===== src/rtl/fft_pkg.sv =====
// Shared types and helpers for the FFT stage feeder: sample widths, FSM state
// encoding and the twiddle index mapping for a radix-2 DIF stage.
package fft_pkg;

   localparam int unsigned SAMPLE_W = 32;
   localparam int unsigned HALF_W   = 16;

   typedef enum logic [1:0] {
      ST_LOAD  = 2'd0,
      ST_ISSUE = 2'd1,
      ST_GAP   = 2'd2
   } feeder_state_e;

   // W16^power index for butterfly pair idx of an n-point frame
   function automatic logic [2:0] twiddle_power(input logic [3:0] idx, input int unsigned n);
      int unsigned p;
      p = 32'(idx) * (16 / n);
      return p[2:0];
   endfunction

endpackage


===== src/rtl/fft_sample_mem.sv =====
// N x SAMPLE_W frame buffer: one synchronous write port, two asynchronous read
// ports for the upper and lower butterfly operands. Storage is not reset.
module fft_sample_mem
   import fft_pkg::*;
#(
   parameter int unsigned N     = 16,
   parameter int unsigned IDX_W = $clog2(N)
) (
   input  logic                clk,
   input  logic                we,
   input  logic [IDX_W-1:0]    waddr,
   input  logic [SAMPLE_W-1:0] wdata,
   input  logic [IDX_W-1:0]    raddr_a,
   input  logic [IDX_W-1:0]    raddr_b,
   output logic [SAMPLE_W-1:0] rdata_a,
   output logic [SAMPLE_W-1:0] rdata_b
);

   logic [SAMPLE_W-1:0] mem_q [N];

   always_ff @(posedge clk) begin
      if (we) begin
         mem_q[waddr] <= wdata;
      end
   end

   assign rdata_a = mem_q[raddr_a];
   assign rdata_b = mem_q[raddr_b];

endmodule


===== src/rtl/fft_stage_feeder.sv =====
// Frame loader and butterfly-pair issuer for the radix-2 DIF PE.
// Optional macro FFT_FEEDER_OVF_EN adds a sticky ovf output for dropped samples.
module fft_stage_feeder
   import fft_pkg::*;
#(
   parameter int unsigned N         = 16,
   parameter int unsigned ISSUE_GAP = 3
) (
   input  logic                clk,
   input  logic                rst,
   input  logic                in_valid,
   input  logic [SAMPLE_W-1:0] in_data,
   output logic                in_ready,
   output logic [SAMPLE_W-1:0] a,
   output logic [SAMPLE_W-1:0] b,
   output logic [2:0]          power,
   output logic                ab_valid,
   output logic                busy,
   output logic                frame_done
`ifdef FFT_FEEDER_OVF_EN
   ,
   output logic                ovf
`endif
);

   localparam int unsigned IDX_W = $clog2(N);
   localparam int unsigned GAP_W = $clog2(ISSUE_GAP + 1);

   localparam logic [IDX_W-1:0] LAST_WR   = IDX_W'(N - 1);
   localparam logic [IDX_W-1:0] LAST_PAIR = IDX_W'(N / 2 - 1);
   localparam logic [IDX_W-1:0] HALF_OFS  = IDX_W'(N / 2);
   localparam logic [GAP_W-1:0] GAP_INIT  = GAP_W'(ISSUE_GAP - 1);

   feeder_state_e       state_q, state_d;
   logic [IDX_W-1:0]    wr_cnt_q, wr_cnt_d;
   logic [IDX_W-1:0]    pair_cnt_q, pair_cnt_d;
   logic [GAP_W-1:0]    gap_cnt_q, gap_cnt_d;
   logic [SAMPLE_W-1:0] a_q, a_d;
   logic [SAMPLE_W-1:0] b_q, b_d;
   logic [2:0]          power_q, power_d;
   logic                ab_valid_q, ab_valid_d;
   logic                busy_q, busy_d;
   logic                frame_done_q, frame_done_d;
`ifdef FFT_FEEDER_OVF_EN
   logic                ovf_q, ovf_d;
`endif

   logic                mem_we;
   logic [IDX_W-1:0]    idx_b;
   logic [SAMPLE_W-1:0] rd_a, rd_b;

   assign in_ready = (state_q == ST_LOAD);
   assign idx_b    = pair_cnt_q + HALF_OFS;

   fft_sample_mem #(
      .N     (N),
      .IDX_W (IDX_W)
   ) u_mem (
      .clk     (clk),
      .we      (mem_we),
      .waddr   (wr_cnt_q),
      .wdata   (in_data),
      .raddr_a (pair_cnt_q),
      .raddr_b (idx_b),
      .rdata_a (rd_a),
      .rdata_b (rd_b)
   );

   always_comb begin
      state_d      = state_q;
      wr_cnt_d     = wr_cnt_q;
      pair_cnt_d   = pair_cnt_q;
      gap_cnt_d    = gap_cnt_q;
      a_d          = a_q;
      b_d          = b_q;
      power_d      = power_q;
      ab_valid_d   = 1'b0;
      frame_done_d = 1'b0;
      mem_we       = 1'b0;

      case (state_q)
         ST_LOAD: begin
            if (in_valid) begin
               mem_we = 1'b1;
               if (wr_cnt_q == LAST_WR) begin
                  wr_cnt_d = '0;
                  state_d  = ST_ISSUE;
               end else begin
                  wr_cnt_d = wr_cnt_q + IDX_W'(1);
               end
            end
         end
         ST_ISSUE: begin
            a_d        = rd_a;
            b_d        = rd_b;
            power_d    = twiddle_power(4'(pair_cnt_q), N);
            ab_valid_d = 1'b1;
            gap_cnt_d  = GAP_INIT;
            state_d    = ST_GAP;
         end
         ST_GAP: begin
            gap_cnt_d = gap_cnt_q - GAP_W'(1);
            // leaving at gap_cnt==1 makes strobe-to-strobe spacing exactly ISSUE_GAP
            if (gap_cnt_q == GAP_W'(1)) begin
               if (pair_cnt_q < LAST_PAIR) begin
                  pair_cnt_d = pair_cnt_q + IDX_W'(1);
                  state_d    = ST_ISSUE;
               end else begin
                  pair_cnt_d   = '0;
                  frame_done_d = 1'b1;
                  state_d      = ST_LOAD;
               end
            end
         end
         default: begin
            state_d = ST_LOAD;
         end
      endcase

      busy_d = (state_d != ST_LOAD);
`ifdef FFT_FEEDER_OVF_EN
      ovf_d = ovf_q | (in_valid & ~in_ready);
`endif
   end

   always_ff @(posedge clk or posedge rst) begin
      if (rst) begin
         state_q      <= ST_LOAD;
         wr_cnt_q     <= '0;
         pair_cnt_q   <= '0;
         gap_cnt_q    <= '0;
         a_q          <= '0;
         b_q          <= '0;
         power_q      <= '0;
         ab_valid_q   <= 1'b0;
         busy_q       <= 1'b0;
         frame_done_q <= 1'b0;
`ifdef FFT_FEEDER_OVF_EN
         ovf_q        <= 1'b0;
`endif
      end else begin
         state_q      <= state_d;
         wr_cnt_q     <= wr_cnt_d;
         pair_cnt_q   <= pair_cnt_d;
         gap_cnt_q    <= gap_cnt_d;
         a_q          <= a_d;
         b_q          <= b_d;
         power_q      <= power_d;
         ab_valid_q   <= ab_valid_d;
         busy_q       <= busy_d;
         frame_done_q <= frame_done_d;
`ifdef FFT_FEEDER_OVF_EN
         ovf_q        <= ovf_d;
`endif
      end
   end

   assign a          = a_q;
   assign b          = b_q;
   assign power      = power_q;
   assign ab_valid   = ab_valid_q;
   assign busy       = busy_q;
   assign frame_done = frame_done_q;
`ifdef FFT_FEEDER_OVF_EN
   assign ovf        = ovf_q;
`endif

endmodule


===== config.mk =====
export PLATFORM = sky130hd
export DESIGN_NAME = fft_stage_feeder
export DESIGN_NICKNAME = d
export VERILOG_FILES = /design/src/rtl/fft_pkg.sv /design/src/rtl/fft_sample_mem.sv /design/src/rtl/fft_stage_feeder.sv
export SDC_FILE = /design/constraint.sdc
export NUM_CORES = 1
export LEC_CHECK = 0
export BUFFER_PORTS_ARGS = -buffer_cell sky130_fd_sc_hd__buf_4
export CAP_MARGIN = 10
export CORE_ASPECT_RATIO = 1.1
export CORE_MARGIN = 1.5
export CORE_UTILIZATION = 30
export DETAILED_ROUTE_END_ITERATION = 10
export SYNTH_ARGS = -nofsm -noshare
export SYNTH_HDL_FRONTEND = slang
export SYNTH_HIERARCHICAL = 1
export SYNTH_SLANG_ARGS = --single-unit

===== constraint.sdc =====
create_clock -name clk -period 9.85 [get_ports clk]
set_input_delay 1.4775 -clock clk [delete_from_list [all_inputs] [get_ports clk]]
set_output_delay 1.4775 -clock clk [all_outputs]
set_load 0.01 [all_outputs]

Word level (Yosys, flattened, before mapping)

Memories as Yosys holds them, arrays and structs flattened. A register that Yosys moved wholly into a read port is not among the register bits.
Cells that the tools add are included.
Widths: inputs -> output; s select.

Register bits: 18
Bits in writable memories: 512
Output and inout port bits: 71
Logic and storage cells: 39
Memories: 1

Add/subtract/negate cells: 4
Magnitude comparators: 1
Equality and inequality tests: 4
Muxes and demuxes: 16
Reduce and logical (&&, ||, !) cells: 5

Memory list:

| name        | depth | width | rd ports | clocked after Yosys merged registers in | wr ports | line                 | text |
|---|---|---|---|---|---|---|---|
| u_mem.mem_q | 16    | 32    | 2        | 2                                       | 1        | fft_sample_mem.sv:19 | `logic [SAMPLE_W-1:0] mem_q [N];` |

Operator list:

| kind                | count |
|---|---|
| $mux 1              | 9 |
| $add 4x1->4 const B | 2 |
| $mux 4              | 2 |
| $mux 2              | 3 |
| $pmux 2 s3          | 1 |
| $add 4x4->4 const B | 1 |
| $eq 2x1->1 const B  | 2 |
| $eq 4x4->1 const B  | 1 |
| $lt 4x3->1 const B  | 1 |
| $pmux 2 s2          | 1 |
| $reduce_and 2->1    | 2 |
| $reduce_bool 2->1   | 2 |
| $eq 2x2->1 const B  | 1 |
| $logic_not 2->1     | 1 |
| $sub 2x1->2 const B | 1 |

Longest topological paths before layout

Gate-level depths: netlist of the first run.

Depth after elaboration: 5
Depth in mapped cells: 7
Depth with buffers taken out: 5

Cells and area by module

Netlist of the first run, hierarchy kept.

Modules (own cells, without submodules):

| module           | instances | cells an instance | area an instance (um2) |
|---|---|---|---|
| fft_sample_mem   | 1         | 1077              | 22905.7 |
| fft_stage_feeder | 1         | 209               | 3299.4 |

Least setup slack after synthesis of the first run

Ideal clock, no wire load.

Path type: input to register
Start: in in_valid
End: mem u_mem.mem_q[0][0], enable pin
Setup time: 0.461 ns
Data arrival time: 4.453 ns
Data required time: 9.389 ns
Setup slack: 4.936 ns
Cell stages on the path: 4
Cell sequence: and2_1 buf_2 or3b_2 nor3_1

Cells in the longest elaborated chain, start to end: 4

Ends and longest elaborated chain:

| item                         | line                   | text |
|---|---|---|
| start: declaration           | fft_stage_feeder.sv:11 | `input logic in_valid,` |
| $mux 1                       | fft_stage_feeder.sv:83 | `if (in_valid) begin` |
| $mux 1                       | fft_stage_feeder.sv:81 | `case (state_q)` |
| via mem_we                   | fft_stage_feeder.sv:48 | `logic mem_we;` |
| $mux 1                       | fft_sample_mem.sv:22   | `if (we) begin` |
| $mux 1 (not written as such) | fft_sample_mem.sv:23   | `mem_q[waddr] <= wdata;` |
| end: declaration             | fft_sample_mem.sv:19   |  |

The timed path passes the listed nets, and every way through them passes these cells.

Final worst setup path of the first run

Start: in in_valid
End: mem u_mem.mem_q[0][3], enable pin

Cells in the longest elaborated chain, start to end: 4

Ends and longest elaborated chain:

| item                         | line |
|---|---|
| $mux 1                       | fft_stage_feeder.sv:83 |
| $mux 1                       | fft_stage_feeder.sv:81 |
| $mux 1                       | fft_sample_mem.sv:22 |
| $mux 1 (not written as such) | fft_sample_mem.sv:23 |

Every way passes these cells.

==> results of run 1 <==
## registers in the layout, summed over array words and instances (netlist names)
signal	flops
pair_cnt_q	4
gap_cnt_q	2
frame_done	1
state_q	2
wr_cnt_q	4
a	32
u_mem/mem_q	512
b	32
busy	1
ab_valid	1
power	3
## cell type report
type	instances	area [sq um]	area share
inverters	5	21.3	0.000700
flip-flops and latches	594	17400	0.574
well taps	1150	1440	0.0473
diodes	1	2.50	0.0000823
repair buffers	138	1050	0.0345
clock buffers	78	1620	0.0531
clock inverters	29	393	0.0129
multi-input cells	592	8440	0.278
## cell families after synthesis
kind of cell / count (synthesis)
buffers and inverters: 100
and+or+nand+nor: 116
DFF: 594
xor gates and xnor gates: 1
muxes: 326
AOI/OAI and AO/OA: 142
adders and majority gates: 7
## power breakdown
group	internal, W	switching [W]
combinational	0.00103	0.000859
clock	0.00138	0.000960
sequential	0.00308	0.000226
total	0.00549	0.00205
## per-layer routing
metal / track usage / vias up / wire, microns / part of all wire
li1: - / 5699 / - / -
met1: 0.202 / 7415 / 27300 / 0.41
met2: 0.246 / 445 / 32900 / 0.49
met3: 0.0296 / 106 / 4780 / 0.072
met4: 0.0453 / 4 / 1730 / 0.026
met5: 0 / - / 18 / 0.00027
## worst reg2reg max path: cells and delay by family, from the launching register on
| kind | cells | cell delay, ns |
|---|---|---|
| buf+inv | 2 | 0.69 |
| simple gates | 3 | 1.67 |
| flops | 1 | 0.43 |
| fa+ha+maj | 1 | 0.26 |
## cells in the final DEF, fill, tap and decap left out, types with 3 or more instances in the layout
| cell type | synthesis | layout |
|---|---|---|
| a21oi_1 | 3 | 3 |
| a22oi_1 | 128 | 128 |
| buf_4 | 18 | 137 |
| bufinv_16 | 0 | 9 |
| clkbuf_1 | 34 | 10 |
| clkbuf_16 | 0 | 57 |
| clkbuf_8 | 0 | 11 |
| clkinv_1 | 0 | 4 |
| clkinv_2 | 0 | 8 |
| clkinv_4 | 0 | 3 |
| dfrtp_1 | 82 | 80 |
| edfxtp_1 | 512 | 512 |
| ha_1 | 7 | 6 |
| inv_1 | 5 | 4 |
| inv_6 | 0 | 3 |
| mux2_2 | 48 | 48 |
| mux2_4 | 20 | 20 |
| mux4_2 | 256 | 256 |
| nand2_1 | 71 | 71 |
| nand2b_1 | 3 | 3 |
| nand4_1 | 4 | 4 |
| nor2_1 | 18 | 4 |
| nor2_4 | 0 | 14 |
| nor2b_4 | 0 | 4 |
| nor3_2 | 0 | 4 |
| o21ai_0 | 5 | 5 |
## cells in the mapped netlist (5+ instances only)
| library cell | n |
|---|---|
| mux4_2 | 256 |
| buf_2 | 20 |
| dfrtp_1 | 82 |
| edfxtp_1 | 512 |
| inv_1 | 5 |
| buf_4 | 18 |
| a22oi_1 | 128 |
| nor2_1 | 18 |
| nor2b_1 | 5 |
| ha_1 | 7 |
| nor3_1 | 5 |
| clkbuf_1 | 34 |
| buf_1 | 19 |
| mux2_2 | 48 |
| o21ai_0 | 5 |
| nand2_1 | 71 |
| mux2_4 | 20 |
## through the flow
stage,setup WS (ns),hold slack [ns],power [W]
5_1_grt,6.21,0.526,0.00789
3_5_place_dp,5.68,0.487,0.00529
4_1_cts,6.30,0.500,0.00764
6_report,6.32,0.489,0.00754
2_1_floorplan,4.94,0.457,0.00465
3_3_place_gp,5.69,0.467,0.00524
## worst paths after layout
check | to | slack [ns]
max in group asynchronous | pair_cnt_q[0] | 7.64
min | gap_cnt_q[0] | 0.49
min in group asynchronous | a[3] | 0.84
max reg2reg | u_mem/mem_q[0][3] | 6.42
max | u_mem/mem_q[0][3] | 6.32
min reg2reg | gap_cnt_q[0] | 0.49
==> results.json, run 1 <==
{
  "nets": 1430,
  "antenna_found_initial": 3,
  "dr.first_iter.drc_count": 1100,
  "grt_pass1_wl_microns": 98700,
  "rsz0062_at_grt": "no",
  "powerDensity_nw_per_um2": 248,
  "power.leakage_nw": 9.52,
  "core_sq_um": 86400,
  "hp-start": "gap_cnt_q[0]",
  "crit_type": "primary input to register",
  "synth_top_area_share": 0.587,
  "synth_top_family_by_area": "multiplexers",
  "relSlewSlack": 0.229,
  "finalClockSkew_ns": 0.0255,
  "avgSynthCellArea_sq_um": 20.4,
  "period_needed_ns": 3.53,
  "avgRoutedWirePerCell_microns": 25.8,
  "syn_area_sq_um": 26200,
  "synth_cell_type_count": 35,
  "yosysTopAreaCell": "edfxtp_1",
  "status": "finished, final reports clean",
  "crit_family": "simple AND/OR/NAND/NOR gates",
  "synth_compound_area_frac": 0.0401,
  "ant_nets": 0,
  "drtPass1Iterations": 5,
  "stdcell_count": 2587,
  "path_buf_inv": 2,
  "max_freq_ghz": 0.283,
  "crit_top_cell": "buf_4",
  "drive_above_1_share": 0.407,
  "cts-root-buf": "clkbuf_16",
  "setup_violations": 0,
  "worst_path_max_delay_cell": "nor3_2",
  "wl_microns": 66800,
  "stdcell_area_sq_um": 30400,
  "dp_cells": 2479,
  "worstPathArrival_ns": 3.77,
  "ctsResizeCount": 0,
  "ioPinCount": 106,
  "fin_tns_setup_ns": 0,
  "yosys.area_share.adder": 0.00334,
  "synth.area.top_cells": "edfxtp_1 (59%), mux4_2 (22%), dfrtp_1 (7.8%)",
  "nFillCells": 7937,
  "overflow": 0,
  "cts_tree": "yes",
  "ys_ff_latch": 594,
  "postLayoutCoreUtil": 0.352,
  "cp.depth": 5,
  "yosys.area_share.simple": 0.0191,
  "syn_to_final_growth_pct": 16.0,
  "final_max_slew_viol_count": 0,
  "critPathMaxFanout": 25,
  "start_util": 0.303,
  "fin_crit_sh": 0.358,
  "cts.clk_slew.worst_paths_ns": 0.06,
  "clock-sinks": 594,
  "cts_buffers": 57,
  "dp_hpwl_microns": 35500,
  "drc": 0,
  "cp_cell_sequence": "buf_4 > and2_1 > or3b_2 > nor3_2 > buf_4",
  "via_per_inst": 5.28,
  "start_kind": "primary input",
  "post_cts_buffers": 0,
  "hold_class": "register to register",
  "hold_buffers": 0,
  "synthMuxAreaShare": 0.253,
  "yosysWarnings": 6,
  "h-tree-depth": 2,
  "syn-num-nets": 1328,
  "critPathLaunch": "in_valid",
  "async_flop_share": 0.138,
  "grt_max_degree": 121,
  "reg2reg_depth": 6,
  "max_cap_viol_count": 0,
  "grt_pass1_vias": 14700,
  "worstPathRequired_ns": 10.09,
  "die_w_microns": 285,
  "die_area_sq_um": 89100,
  "ys_dominant_reg_cell": "edfxtp_1",
  "placed_area_sq_um": 28400,
  "dieHeight_microns": 313,
  "ir_drop_mv": 0.193,
  "grt_util_all_layers": 0.150,
  "cts_buffer_depth": 3,
  "critPathCaptureType": "register",
  "cp_slowest_stage_delay_ns": 0.69,
  "worst_pin_slew_ns": 1.16,
  "reg2reg_from": "state_q[1]",
  "yosysSeqAreaShare": 0.665,
  "gp_congestion": 0.708,
  "vias": 13700,
  "worstSkewPairLatency_ns": 0.62,
  "whs_path_depth": 1,
  "synth_enable_flop_cells": 512,
  "fp-row-count": 113,
  "synth_cells": 1286,
  "io_buffers": 105,
  "synth_xor_area_frac": 0.000334,
  "hold_violations": 0
}
Note: power is estimated with default switching activity, not from simulation.
==> inputs of run 2 (changes only) <==
Clock period 9.85 ns to 3.15 ns, I/O delays scaled along.
==> run 2 against run 1 <==
Flip-flop and latch count unchanged. Routed wire length decreased by 0.95%. Critical path depth rose by 1. Design area grew 1.4%. Worst setup slack got worse by 5.8 ns. Critical path type is now register to register. Critical endpoint is now u_mem/mem_q[0][14].
==> results.json, run 2 (synthesis gave the netlist of run 1 again) <==
{
  "core_sq_um": 86400,
  "clock-sinks": 594,
  "cts_buffer_depth": 3,
  "io_buffers": 105,
  "internal_power_w": 0.0172,
  "fp-row-count": 113,
  "reg2reg_depth": 6,
  "h-tree-depth": 2,
  "max_freq_ghz": 0.381,
  "p_clk_frac": 0.302,
  "hp-start": "in_data[23]",
  "cts.clk_slew.worst_paths_ns": 0.07,
  "cts_tree": "yes",
  "grt_max_degree": 85,
  "grt_util_all_layers": 0.148,
  "wl_microns": 66100,
  "max_cap_viol_count": 0,
  "dp_hpwl_microns": 39500,
  "ant_nets": 0,
  "ctsResizeCount": 0,
  "swShare": 0.277,
  "power_switching_w": 0.00656,
  "ir_drop_mv": 0.422,
  "power.leakage_nw": 9.68,
  "antenna_found_initial": 5,
  "fin_crit_sh": 0.834,
  "period_needed_ns": 2.63,
  "rsz0062_at_grt": "no",
  "powerDensity_nw_per_um2": 770,
  "start_kind": "register",
  "mostFrequentLayoutCells": "edfxtp_1 (512), mux4_2 (256), buf_4 (133)",
  "finalClockSkew_ns": 0.0242,
  "ioPinCount": 106,
  "relSlewSlack": 0.246,
  "critPathMaxFanout": 32,
  "mostFrequentLayoutCell": "edfxtp_1",
  "stdcell_count": 2613,
  "status": "finished, final reports clean",
  "crit_type": "register to register",
  "largest-register": "u_mem/mem_q",
  "hold_violations": 0,
  "avgRoutedWirePerCell_microns": 25.3,
  "combPwrFrac": 0.262,
  "nets": 1453,
  "worstPathArrival_ns": 2.92,
  "fin_tns_setup_ns": 0,
  "final_max_slew_viol_count": 0,
  "seqPwrFrac": 0.435,
  "drc": 0,
  "die_w_microns": 285,
  "largest_register_ffs": 512,
  "cts_buffers": 60,
  "dr.first_iter.drc_count": 1070,
  "grt_pass1_wl_microns": 97800,
  "nFillCells": 7845,
  "start_util": 0.303,
  "worstSkewPairLatency_ns": 0.63,
  "reg2reg_from": "state_q[1]",
  "die_area_sq_um": 89100,
  "dp_cells": 2498,
  "setup_violations": 0,
  "worstPathRequired_ns": 3.44,
  "syn_to_final_growth_pct": 17.6,
  "gp_congestion": 0.735,
  "via_per_inst": 5.23,
  "overflow": 0,
  "drtPass1Iterations": 5,
  "stdcell_area_sq_um": 30800,
  "worst_pin_slew_ns": 1.13,
  "vias": 13700,
  "critPathCaptureType": "register",
  "cts-root-buf": "clkbuf_16",
  "critPathLaunch": "state_q[1]",
  "fin_total_pwr_w": 0.0237,
  "dieHeight_microns": 313,
  "whs_path_depth": 1,
  "grt_pass1_vias": 15000,
  "placed_area_sq_um": 28800,
  "hold_class": "primary input to register",
  "drive_above_1_share": 0.410
}
==> run 2: final timing paths <==
path / to / slack (ns)
setup / recovery: u_mem/mem_q[0][14] / 0.52
hold / removal: u_mem/mem_q[1][23] / 0.14
setup reg to reg: u_mem/mem_q[0][14] / 0.52
hold reg to reg: gap_cnt_q[0] / 0.49
max in group asynchronous: a[27] / 1.96
min in group asynchronous: a[4] / 0.43
==> run 2: timing repair <==
item	4_1_cts	5_1_grt
setup buffers	0	0
hold buffers	1	0
endpoints found under the hold margin	36	0
==> run 2: power groups by stage <==
stage / clock network [W] / registers (W) / logic, W
floorplan: 0 / 0.0104 / 0.00414
finish: 0.00717 / 0.0103 / 0.00623
detailed placement: 0 / 0.0105 / 0.00635
global placement: 0 / 0.0105 / 0.00623
global route: 0.00765 / 0.0105 / 0.00672
CTS: 0.00736 / 0.0104 / 0.00637
==> run 2: per-layer routing <==
| layer | part of all wire | GRT usage | vias to the layer above |
|---|---|---|---|
| li1 | - | - | 5757 |
| met1 | 0.41 | 0.189 | 7393 |
| met2 | 0.51 | 0.253 | 407 |
| met3 | 0.062 | 0.0301 | 96 |
| met4 | 0.025 | 0.0463 | 4 |
| met5 | 0.00035 | 0 | - |
==> run 2: layout make-up <==
| class | instances | area, sq um | area share |
|---|---|---|---|
| Tap cell | 1150 | 1440 | 0.0467 |
| Antenna cell | 2 | 5.00 | 0.000162 |
| Clock buffer | 81 | 1640 | 0.0533 |
| Multi-Input combinational cell | 592 | 8470 | 0.275 |
| Clock inverter | 31 | 329 | 0.0107 |
| Inverter | 5 | 21.3 | 0.000690 |
| Sequential cell | 594 | 17400 | 0.566 |
| Timing Repair Buffer | 158 | 1490 | 0.0483 |
==> run 2: critical path, stage by stage, from the launching register on <==
cell and delay, ns:
dfrtp_1 0.43, inv_1 0.14, ha_1 0.27, and2_1 0.37
or3b_2 0.61, nor3_4 0.19, buf_12 0.28
==> run 2: per-stage QoR <==
| stage | hold WS [ns] | setup WS (ns) | utilization |
|---|---|---|---|
| floorplan | 0.457 | -0.187 | - |
| finish | 0.138 | 0.524 | 0.357 |
| global placement | 0.465 | 0.627 | 0.334 |
| global route | 0.114 | 0.422 | 0.357 |
| detailed placement | 0.484 | 0.541 | 0.334 |
| CTS | 0.100 | 0.525 | 0.357 |
==> inputs of run 3 (changes only) <==
Settings changed: ABC_AREA set to 1.
Clock period 3.15 ns to 2.64 ns, I/O delays scaled along.
==> run 3 against run 2 <==
First-iteration DRC count up 120%. Routed wire length up 38%. Global-route usage grew 2.4 points. Worst hold slack lost 0.063 ns. Combinational power rose by 75%. Register-to-register slack got worse by 0.31 ns. Sequential share of layout area shrank 7.1 points. Clock skew about the same. Sequential power is 16% higher. Critical endpoint is now u_mem/mem_q[5][21]. Largest cell class unchanged.
==> results.json, run 3 <==
{
  "dr.first_iter.drc_count": 2381,
  "power.leakage_nw": 15.7,
  "async_flop_share": 0.138,
  "nets": 3709,
  "yosysWarnings": 6,
  "h-tree-depth": 2,
  "largest_register_ffs": 512,
  "yosysSeqAreaShare": 0.568,
  "synth_cell_type_count": 20,
  "via_per_inst": 4.84,
  "worstPathRequired_ns": 2.94,
  "yosysTopAreaCell": "edfxtp_1",
  "critPathMaxFanout": 14,
  "synth_cells": 3626,
  "cts-root-buf": "clkbuf_16",
  "wl_met1_microns": 37600,
  "ys_ff_latch": 594,
  "crit_type": "register to register",
  "hp-start": "in_data[0]",
  "cts_buffer_depth": 3,
  "dieHeight_microns": 338,
  "gp_congestion": 0.814,
  "reg2reg_depth": 7,
  "synth_commonest_cells": "nand2_1 (1317), nand3_1 (906), inv_1 (539), edfxtp_1 (512), buf_2 (112)",
  "mostFrequentLayoutCells": "nand2_1 (1317), nand3_1 (906), inv_1 (533)",
  "ir_drop_mv": 0.573,
  "hold_class": "primary input to register",
  "overflow": 0,
  "synth_enable_flop_cells": 512,
  "hold_violations": 0,
  "drive_above_1_share": 0.0893,
  "max_freq_ghz": 0.412,
  "avgSynthCellArea_sq_um": 8.46,
  "vias": 24600,
  "ioPinCount": 106,
  "core_sq_um": 101000,
  "nFillCells": 10200,
  "start_util": 0.304,
  "relSlewSlack": 0.562,
  "yosysMostFrequentCell": "nand2_1",
  "reg2reg_from": "state_q[1]",
  "rsz0062_at_grt": "no",
  "finalClockSkew_ns": 0.0245,
  "ant_nets": 0,
  "mostFrequentLayoutCell": "nand2_1",
  "io_buffers": 105,
  "cts_tree": "yes",
  "avgRoutedWirePerCell_microns": 17.9,
  "grt_util_all_layers": 0.172,
  "fin_crit_sh": 0.919,
  "wl_met2_microns": 43000,
  "grt_pass1_wl_microns": 139000,
  "drtPass1Iterations": 8,
  "top_layer": "met4",
  "grt_max_degree": 130,
  "min_to": "u_mem/mem_q[0][0]",
  "fin_tns_setup_ns": 0,
  "post_cts_buffers": 0,
  "antenna_cells": 0,
  "period_needed_ns": 2.43,
  "wl_microns": 91000,
  "die_area_sq_um": 104000,
  "worstPathArrival_ns": 2.73,
  "worstSkewPairLatency_ns": 0.64,
  "dp_hpwl_microns": 55500,
  "die_w_microns": 308,
  "clock-sinks": 594,
  "final_max_slew_viol_count": 0,
  "syn_area_sq_um": 30700,
  "powerDensity_nw_per_um2": 910,
  "ys_dominant_reg_cell": "edfxtp_1",
  "status": "finished, final reports clean",
  "antenna_found_initial": 0,
  "cts.clk_slew.worst_paths_ns": 0.06,
  "synth_top_area_share": 0.501,
  "drc": 0,
  "syn-num-nets": 3668,
  "wl_met3_microns": 7420,
  "whs_path_depth": 1,
  "cts_buffers": 59,
  "postLayoutCoreUtil": 0.350,
  "max_cap_viol_count": 0,
  "ff2ff_setup_slack_ns": 0.21,
  "start_kind": "register",
  "setup_violations": 0,
  "fp-row-count": 122,
  "stdcell_area_sq_um": 35300,
  "synth.area.top_cells": "edfxtp_1 (50%), nand2_1 (16%), nand3_1 (15%)",
  "worst_pin_slew_ns": 0.657,
  "critPathCaptureType": "register",
  "largest-register": "u_mem/mem_q",
  "r2r-end": "u_mem/mem_q[5][21]",
  "syn_to_final_growth_pct": 15.0,
  "grt_pass1_vias": 23600,
  "placed_area_sq_um": 33200
}
[run 3: cell types whose count changed in the layout (fill, tap and decap cells not counted), moves of 8 or more]
| cell | delta |
|---|---|
| buf_12 | +21 |
| nand2_1 | +1246 |
| clkbuf_1 | -9 |
| mux2_2 | -48 |
| bufinv_16 | +8 |
| buf_4 | +25 |
| a22oi_1 | -128 |
| nand3_1 | +904 |
| mux4_2 | -256 |
| mux2_4 | -20 |
| inv_1 | +529 |
[run 3: cell type report]
class | instances | area, sq um | share of cell area
flip-flops and latches | 594 | 17400 | 0.495
inverters | 544 | 2070 | 0.0586
clock buffers | 67 | 1520 | 0.0430
multi-input cells | 2264 | 9850 | 0.279
clock inverters | 43 | 586 | 0.0166
well taps | 1364 | 1710 | 0.0484
repair buffers | 204 | 2100 | 0.0595
[run 3: what timing repair did]
item / CTS / global route
resized for setup: 0 / 0
hold buffers: 1 / 0
endpoints found under the hold margin: 19 / 0
[run 3: layer usage]
layer	GRT usage	vias up
met5	0	-
met4	0.0596	0
met3	0.0282	170
met2	0.286	1050
met1	0.226	11600
li1	-	11700
[run 3: stage by stage]
step / hold WS (ns) / setup slack [ns] / total power [W] / std cells
2_1_floorplan: 0.464 / -0.321 / 0.0196 / 3626
5_1_grt: 0.0769 / 0.0797 / 0.0340 / 5080
6_report: 0.0757 / 0.213 / 0.0321 / 5080
3_3_place_gp: 0.369 / 0.254 / 0.0229 / 4969
4_1_cts: 0.0498 / 0.224 / 0.0323 / 5080
3_5_place_dp: 0.381 / 0.240 / 0.0230 / 4969
[run 3: cells by family (layout without fill, tap and decap cells)]
logic type,Yosys count,after routing,share of synthesized area
adder cells (fa/ha/maj),7,7,0.00286
buffers and inverters,768,858,0.115
AO/OA/AOI/OAI,9,9,0.00155
AND/OR/NAND/NOR,2247,2247,0.312
flip-flops,594,594,0.568
XOR/XNOR,1,1,0.000286
[run 3: worst max path at each step]
stage                     slack (ns)        from  depth (start not counted)                   to
after floorplan                -0.32  state_q[1]                          6   u_mem/mem_q[12][0]
after global placement          0.25  state_q[1]                          7   u_mem/mem_q[4][29]
after detailed placement        0.24  state_q[1]                          7   u_mem/mem_q[4][29]
after CTS                       0.22  state_q[1]                          7   u_mem/mem_q[4][21]
after global routing            0.08  state_q[1]                          7  u_mem/mem_q[10][24]
final                           0.21  state_q[1]                          7   u_mem/mem_q[5][21]
[run 3: power breakdown]
| part | internal, W | leakage (nW) | total [W] | switching [W] |
|---|---|---|---|---|
| logic | 0.00366 | 9.00 | 0.0109 | 0.00725 |
| registers | 0.0114 | 5.66 | 0.0119 | 0.000545 |
| clock network | 0.00549 | 1.02 | 0.00927 | 0.00378 |
| total | 0.0205 | 15.7 | 0.0321 | 0.0116 |
[run 3: worst max-delay path, stage by stage (launching register included)]
cell	delay, ns
dfrtp_1	0.43
inv_1	0.14
ha_1	0.19
nand2_1	0.19
inv_1	0.28
nand3b_1	0.34
nor2_4	0.23
buf_4	0.29
